File: src/rtl/tipi_bus_ctrl.sv
// TIPI register-window controller: synchronizes the TI-99/4A bus into clk,
// latches TI writes to TD/TC, gates TI reads of RD/RC and loads RD/RC serially.
module tipi_bus_ctrl #(
    parameter int          SETTLE_CYC = 3,
    parameter logic [15:0] TD_ADDR    = 16'h5FFF,
    parameter logic [15:0] TC_ADDR    = 16'h5FFD,
    parameter logic [15:0] RD_ADDR    = 16'h5FFB,
    parameter logic [15:0] RC_ADDR    = 16'h5FF9
) (
    input  logic        clk,
    input  logic        rst,
    input  logic [0:15] ti_a,
    input  logic [0:7]  ti_data,
    input  logic        ti_memen,
    input  logic        ti_we,
    input  logic        ti_dbin,
    input  logic        rpi_sclk,
    input  logic        rpi_sdata,
    input  logic        rpi_le,
    input  logic        rpi_sel,
    output logic [7:0]  td_q,
    output logic [7:0]  tc_q,
    output logic        td_wr,
    output logic        tc_wr,
    output logic [7:0]  ti_rdata,
    output logic        tipi_data_out,
    output logic        tipi_control_out
);

    typedef enum logic [1:0] {IDLE, SETTLE, CAPTURE, WAIT_HI} state_t;

    state_t      r_state, w_state_nx;
    logic [2:0]  r_cnt, w_cnt_nx;
    logic        w_cap_td, w_cap_tc;

    logic        r_we_s1, r_we_s2, r_memen_s1, r_memen_s2, r_dbin_s1, r_dbin_s2;
    logic [15:0] r_a_s1, r_a_s2;
    logic [7:0]  r_data_s1, r_data_s2;
    logic        r_sclk_s1, r_sclk_s2, r_sdata_s1, r_sdata_s2;
    logic        r_le_s1, r_le_s2, r_sel_s1, r_sel_s2;
    logic        r_we_prev, r_sclk_prev, r_le_prev;
    logic [1:0]  r_flush;

    logic [7:0]  r_td_q, r_tc_q, r_rd, r_rc, r_shift, r_rdata;
    logic        r_td_wr, r_tc_wr, r_oe_d_n, r_oe_c_n;
    logic [3:0]  r_bits;

    logic        w_we_fall, w_hit_td, w_hit_tc, w_rd_sel, w_rc_sel;
    logic        w_sclk_rise, w_le_rise;

    always_ff @(posedge clk) begin
        if (rst) begin
            r_we_s1    <= 1'b1;
            r_we_s2    <= 1'b1;
            r_memen_s1 <= 1'b0;
            r_memen_s2 <= 1'b0;
            r_dbin_s1  <= 1'b0;
            r_dbin_s2  <= 1'b0;
            r_a_s1     <= '0;
            r_a_s2     <= '0;
            r_data_s1  <= '0;
            r_data_s2  <= '0;
            r_sclk_s1  <= 1'b0;
            r_sclk_s2  <= 1'b0;
            r_sdata_s1 <= 1'b0;
            r_sdata_s2 <= 1'b0;
            r_le_s1    <= 1'b0;
            r_le_s2    <= 1'b0;
            r_sel_s1   <= 1'b0;
            r_sel_s2   <= 1'b0;
        end else begin
            r_we_s1    <= ti_we;
            r_we_s2    <= r_we_s1;
            r_memen_s1 <= ti_memen;
            r_memen_s2 <= r_memen_s1;
            r_dbin_s1  <= ti_dbin;
            r_dbin_s2  <= r_dbin_s1;
            r_a_s1     <= ti_a;
            r_a_s2     <= r_a_s1;
            r_data_s1  <= ti_data;
            r_data_s2  <= r_data_s1;
            r_sclk_s1  <= rpi_sclk;
            r_sclk_s2  <= r_sclk_s1;
            r_sdata_s1 <= rpi_sdata;
            r_sdata_s2 <= r_sdata_s1;
            r_le_s1    <= rpi_le;
            r_le_s2    <= r_le_s1;
            r_sel_s1   <= rpi_sel;
            r_sel_s2   <= r_sel_s1;
        end
    end

    // The edge register only trusts the ti_we synchronizer once its reset-forced
    // 1s have flushed, so a write already low at reset release is never seen.
    always_ff @(posedge clk) begin
        if (rst) begin
            r_flush     <= '0;
            r_we_prev   <= 1'b0;
            r_sclk_prev <= 1'b0;
            r_le_prev   <= 1'b0;
        end else begin
            r_flush     <= {r_flush[0], 1'b1};
            r_we_prev   <= r_we_s2 & r_flush[1];
            r_sclk_prev <= r_sclk_s2;
            r_le_prev   <= r_le_s2;
        end
    end

    assign w_we_fall   = r_we_prev & ~r_we_s2;
    assign w_hit_td    = ~r_memen_s2 && (r_a_s2 == TD_ADDR);
    assign w_hit_tc    = ~r_memen_s2 && (r_a_s2 == TC_ADDR);
    assign w_rd_sel    = ~r_memen_s2 && r_dbin_s2 && (r_a_s2 == RD_ADDR);
    assign w_rc_sel    = ~r_memen_s2 && r_dbin_s2 && (r_a_s2 == RC_ADDR) && !w_rd_sel;
    assign w_sclk_rise = r_sclk_s2 & ~r_sclk_prev;
    assign w_le_rise   = r_le_s2 & ~r_le_prev;

    always_ff @(posedge clk) begin
        if (rst) begin
            r_state <= IDLE;
            r_cnt   <= '0;
        end else begin
            r_state <= w_state_nx;
            r_cnt   <= w_cnt_nx;
        end
    end

    always_comb begin
        w_state_nx = r_state;
        w_cnt_nx   = r_cnt;
        w_cap_td   = 1'b0;
        w_cap_tc   = 1'b0;
        case (r_state)
            IDLE: begin
                if (w_we_fall) begin
                    w_state_nx = SETTLE;
                    w_cnt_nx   = 3'(SETTLE_CYC - 1);
                end
            end
            SETTLE: begin
                if (r_cnt == 3'd0) w_state_nx = CAPTURE;
                else               w_cnt_nx   = r_cnt - 3'd1;
            end
            CAPTURE: begin
                w_cap_td   = w_hit_td;
                w_cap_tc   = w_hit_tc && !w_hit_td;
                w_state_nx = WAIT_HI;
            end
            WAIT_HI: begin
                if (r_we_s2) w_state_nx = IDLE;
            end
            default: w_state_nx = IDLE;
        endcase
    end

    always_ff @(posedge clk) begin
        if (rst) begin
            r_td_q  <= '0;
            r_tc_q  <= '0;
            r_td_wr <= 1'b0;
            r_tc_wr <= 1'b0;
        end else begin
            r_td_wr <= w_cap_td;
            r_tc_wr <= w_cap_tc;
            if (w_cap_td) r_td_q <= r_data_s2;
            if (w_cap_tc) r_tc_q <= r_data_s2;
        end
    end

    // A simultaneous le edge closes the current frame before the sclk bit opens the next.
    always_ff @(posedge clk) begin
        if (rst) begin
            r_shift <= '0;
            r_bits  <= '0;
            r_rd    <= '0;
            r_rc    <= '0;
        end else begin
            if (w_le_rise) begin
                if (r_bits == 4'd8) begin
                    if (r_sel_s2) r_rc <= r_shift;
                    else          r_rd <= r_shift;
                end
                r_bits <= w_sclk_rise ? 4'd1 : 4'd0;
            end else if (w_sclk_rise) begin
                r_bits <= (r_bits == 4'd8) ? 4'd8 : r_bits + 4'd1;
            end
            if (w_sclk_rise) r_shift <= {r_shift[6:0], r_sdata_s2};
        end
    end

    always_ff @(posedge clk) begin
        if (rst) begin
            r_oe_d_n <= 1'b1;
            r_oe_c_n <= 1'b1;
            r_rdata  <= '0;
        end else begin
            r_oe_d_n <= ~w_rd_sel;
            r_oe_c_n <= ~w_rc_sel;
            r_rdata  <= w_rc_sel ? r_rc : r_rd;
        end
    end

    assign td_q             = r_td_q;
    assign tc_q             = r_tc_q;
    assign td_wr            = r_td_wr;
    assign tc_wr            = r_tc_wr;
    assign ti_rdata         = r_rdata;
    assign tipi_data_out    = r_oe_d_n;
    assign tipi_control_out = r_oe_c_n;

endmodule

File: config.mk
export PLATFORM = sky130hd
export DESIGN_NAME = tipi_bus_ctrl
export DESIGN_NICKNAME = d
export VERILOG_FILES = /design/src/rtl/tipi_bus_ctrl.sv
export SDC_FILE = /design/constraint.sdc
export NUM_CORES = 1
export LEC_CHECK = 0
export ABC_AREA = 1
export CORE_MARGIN = 2
export CORE_UTILIZATION = 50
export CTS_BUF_LIST = sky130_fd_sc_hd__clkbuf_4 sky130_fd_sc_hd__clkbuf_8
export CTS_CLUSTER_SIZE = 28
export DETAILED_ROUTE_END_ITERATION = 7
export PLACE_DENSITY = 0.73
export SYNTH_ARGS = -nofsm -noshare
export SYNTH_HDL_FRONTEND = slang
export SYNTH_SLANG_ARGS = --single-unit
File: constraint.sdc
create_clock -name clk -period 1.6 [get_ports clk]
set_input_delay 0.32 -clock clk [delete_from_list [all_inputs] [get_ports clk]]
set_output_delay 0.32 -clock clk [all_outputs]
set_load 0.05 [all_outputs]
==> out/qor.yml, run 1 <==
cts.sinks: 128
muxShareOfSynthArea_pct: 0
final_common_cell: "inv_1"
place_congestion: 0.8546
synthXorXnorAreaFrac_pct: 0
drt-vias-per-instance: 4.532
arrival_ps: 1810
clk_path_buf_depth: 2
dp_hpwl_mm: 5.828
antenna_found_initial: 0
grt_pass1_wl_mm: 14.23
cp_max_fo: 9
skew_ps: 7.327
yosys_warnings: 0
ctsHoldBuffers: 0
placed_cells: 770
synth_compound_area_share_pct: 6.044
worst_pin_slew_ps: 490.5
layout_common_cells: "inv_1 (143), dfxtp_1 (128), nor2_1 (123)"
rsz0062_at_grt: "false"
timing.fmax_ghz: 0.6856
drtPass1Iterations: 4
gr-usage-met1_pct: 20.41
dpl_worst_slack_ps: 34.00
cp-start-kind: "register"
die_h_um: 100.7
grt-ovfl-total: 0
slowest_delay_ps: 330
clk_pin_slew_ps: 80
syn_to_final_growth_pct: 24.04
dieArea_mm2: 0.01015
clock-root-buffer: "clkbuf_8"
cp_common_cell: "nand2_1"
reg2reg_depth: 8
final_antenna_net_count: 0
cts_buffers: 17
grtUsageMet3_pct: 5.479
synth_top_family_by_area: "simple AND/OR/NAND/NOR gates"
post-route-util_pct: 63.40
drc: 0
fin_tns_setup_ps: 0
cts.htree.levels: 4
cpMaxStageDelayCell: "dfxtp_1"
post_synth.cell_area_avg_um2: 7.644
min-delay-path-class: "input pin to register"
track_usage_pct: 17.70
synthAdderAreaFrac_pct: 2.407
drive_gt1_share_pct: 12.41
synth_top_area_share_pct: 54.77
reg2reg_from: "r_state[0]"
top_usage_layer: "met2"
synthSimpleGateAreaFrac_pct: 23.32
initialDrtViolationCount: 112
synthTopCellsByArea: "dfxtp_1 (55%), inv_1 (11%), nor2_1 (10%)"
final_cells: 804
min_period_ps: 1459
p_leak_uw: 0.002708
initial_core_util_pct: 51.11
grt_pass1_vias: 3455
row_count: 35
cp-end-kind: "register"
globalRouteMet2Util_pct: 30.92
power.density_mw_per_mm2: 1183
min_to: "r_sdata_s2"
maxSlewViolCount: 0
maxCapViolCount: 0
die_x_um: 100.7
hold_viol_final: 0
cp_cell_sequence: "inv_1 -> ha_1 -> nand3_2 -> nor2_4 -> nand3_4 -> nand2_1 -> nand2_1 -> nor2_1"
path_delay_family: "simple AND/OR/NAND/NOR gates"
yosysTopAreaCell: "dfxtp_1"
ys_types: 25
setup_viol: 0
synthesis.nets: 654
ir_drop_mv: 0.6333
grt_max_degree: 74
num_vias: 3644
crit_required_ps: 1960
cts_tree: "yes"
status: "finished clean"
hp-start: "rst"
synth_seq_cells: 128
rrSetupSlack_ps: 140
diodes: 0
timing.final.ws_setup_ps: 141.4
insertion_delay_ps: 420
io_buffers: 60
path_class: "register to register"
synth.yosys.seq_area_share_pct: 54.77
hold_path_depth: 3
timing.rr.end: "td_q[0]"
routed_wl_mm: 8.477
wl_per_cell_um: 10.54
synth_area_mm2: 0.004678
fill_cells: 776
min_period_over_period_pct: 91.16
syn_inst: 612
io_pins: 61
cp_num_buf_inv: 1
fin_nets: 722
slew_headroom_pct: 67.30
coreArea_mm2: 0.009153
crit_cells: 8
-- metal layers --
layer  wire length, µm  share of wire, %
met5                 0                 0
met4                76              0.90
met1              3810                45
met3               342               4.0
met2              4247                50
-- area by class of cell --
type / count / area, µm² / share of cell area [%]
Clock buffer: 17 / 234.0 / 4.032
Multi-Input combinational cell: 321 / 1541 / 26.56
Clock inverter: 15 / 182.7 / 3.148
Timing Repair Buffer: 66 / 595.6 / 10.26
Sequential cell: 128 / 2562 / 44.16
Tap cell: 111 / 138.9 / 2.393
Inverter: 146 / 548.0 / 9.444
-- repair_timing --
action | in CTS | in global routing
setup endpoints to repair | 0 | 32
gates resized for setup | 0 | 9
setup buffers | 0 | 1
-- worst register-to-register path: cells and delay by family (launching register included) --
family                     cells  cell delay [ps]
DFF                            1              330
and+or+nand+nor                6              710
buffers and inverters          1              120
adders and majority gates      1              220
-- power by group --
group	total [µW]	internal, µW	switching, µW
logic	635	264	371
clock network	2840	1560	1280
registers	3390	3320	68.6
-- flip-flops by register name (all words and copies together) (netlist names), 2 cells and up --
| signal | count |
|---|---|
| r_rc | 8 |
| r_data_s2 | 8 |
| tc_q | 8 |
| r_shift | 8 |
| ti_rdata | 8 |
| r_state | 2 |
| r_flush | 2 |
| r_cnt | 3 |
| r_a_s1 | 16 |
| r_data_s1 | 8 |
| r_a_s2 | 16 |
| td_q | 8 |
| r_bits | 4 |
| r_rd | 8 |
-- synthesized netlist by cell type --
master	number
nor3_1	4
buf_6	1
clkbuf_1	12
a21oi_1	25
nor3b_4	1
o21ai_0	30
nor2_2	2
o211ai_1	1
dfxtp_1	128
nand3b_1	1
nand3_1	18
nand2_4	1
nand3_4	1
ha_1	9
nand2_2	1
buf_2	5
nand4_1	10
nand3_2	1
nand2_1	85
inv_2	1
inv_1	143
clkinv_1	2
or2_2	2
nor2_1	125
nor2_4	3
-- logic make-up (layout without fill, tap and decap cells) --
| logic type | count (synthesis) | after routing |
|---|---|---|
| DFF | 128 | 128 |
| and+or+nand+nor | 255 | 256 |
| buffers and inverters | 164 | 244 |
| AOI/OAI and AO/OA | 56 | 56 |
| adders and majority gates | 9 | 9 |
-- stage by stage --
step / total power, µW / hold WS [ps] / area, µm²
2_1_floorplan: 3881 / 388.3 / 4678
3_3_place_gp: 4039 / 389.3 / 5311
3_5_place_dp: 4091 / 394.5 / 5311
4_1_cts: 6931 / 365.1 / 5728
5_1_grt: 7182 / 381.2 / 5803
6_report: 6866 / 381.1 / 5803
-- how the worst max path moves through the flow --
stage | start | to | slack, ps
finish | r_state[0] | td_q[0] | 140
global route | r_state[0] | td_q[2] | 20
CTS | r_state[0] | td_q[4] | 9
detailed placement | r_state[0] | td_q[4] | 30
global placement | r_state[0] | td_q[3] | 140
floorplan | r_bits[0] | r_rc[5] | 240
Power figures use the tool's default switching activity.
==> run 2, diff against run 1 <==
- CTS_CLUSTER_DIAMETER: default -> 150
==> results of run 2 <==
The final DEF is identical to that of run 1; final timing and power are the same.
==> run 3, diff against run 2 <==
- CAP_MARGIN: default -> 20
==> results of run 3 <==
The final DEF is identical to that of run 1; final timing and power are the same.
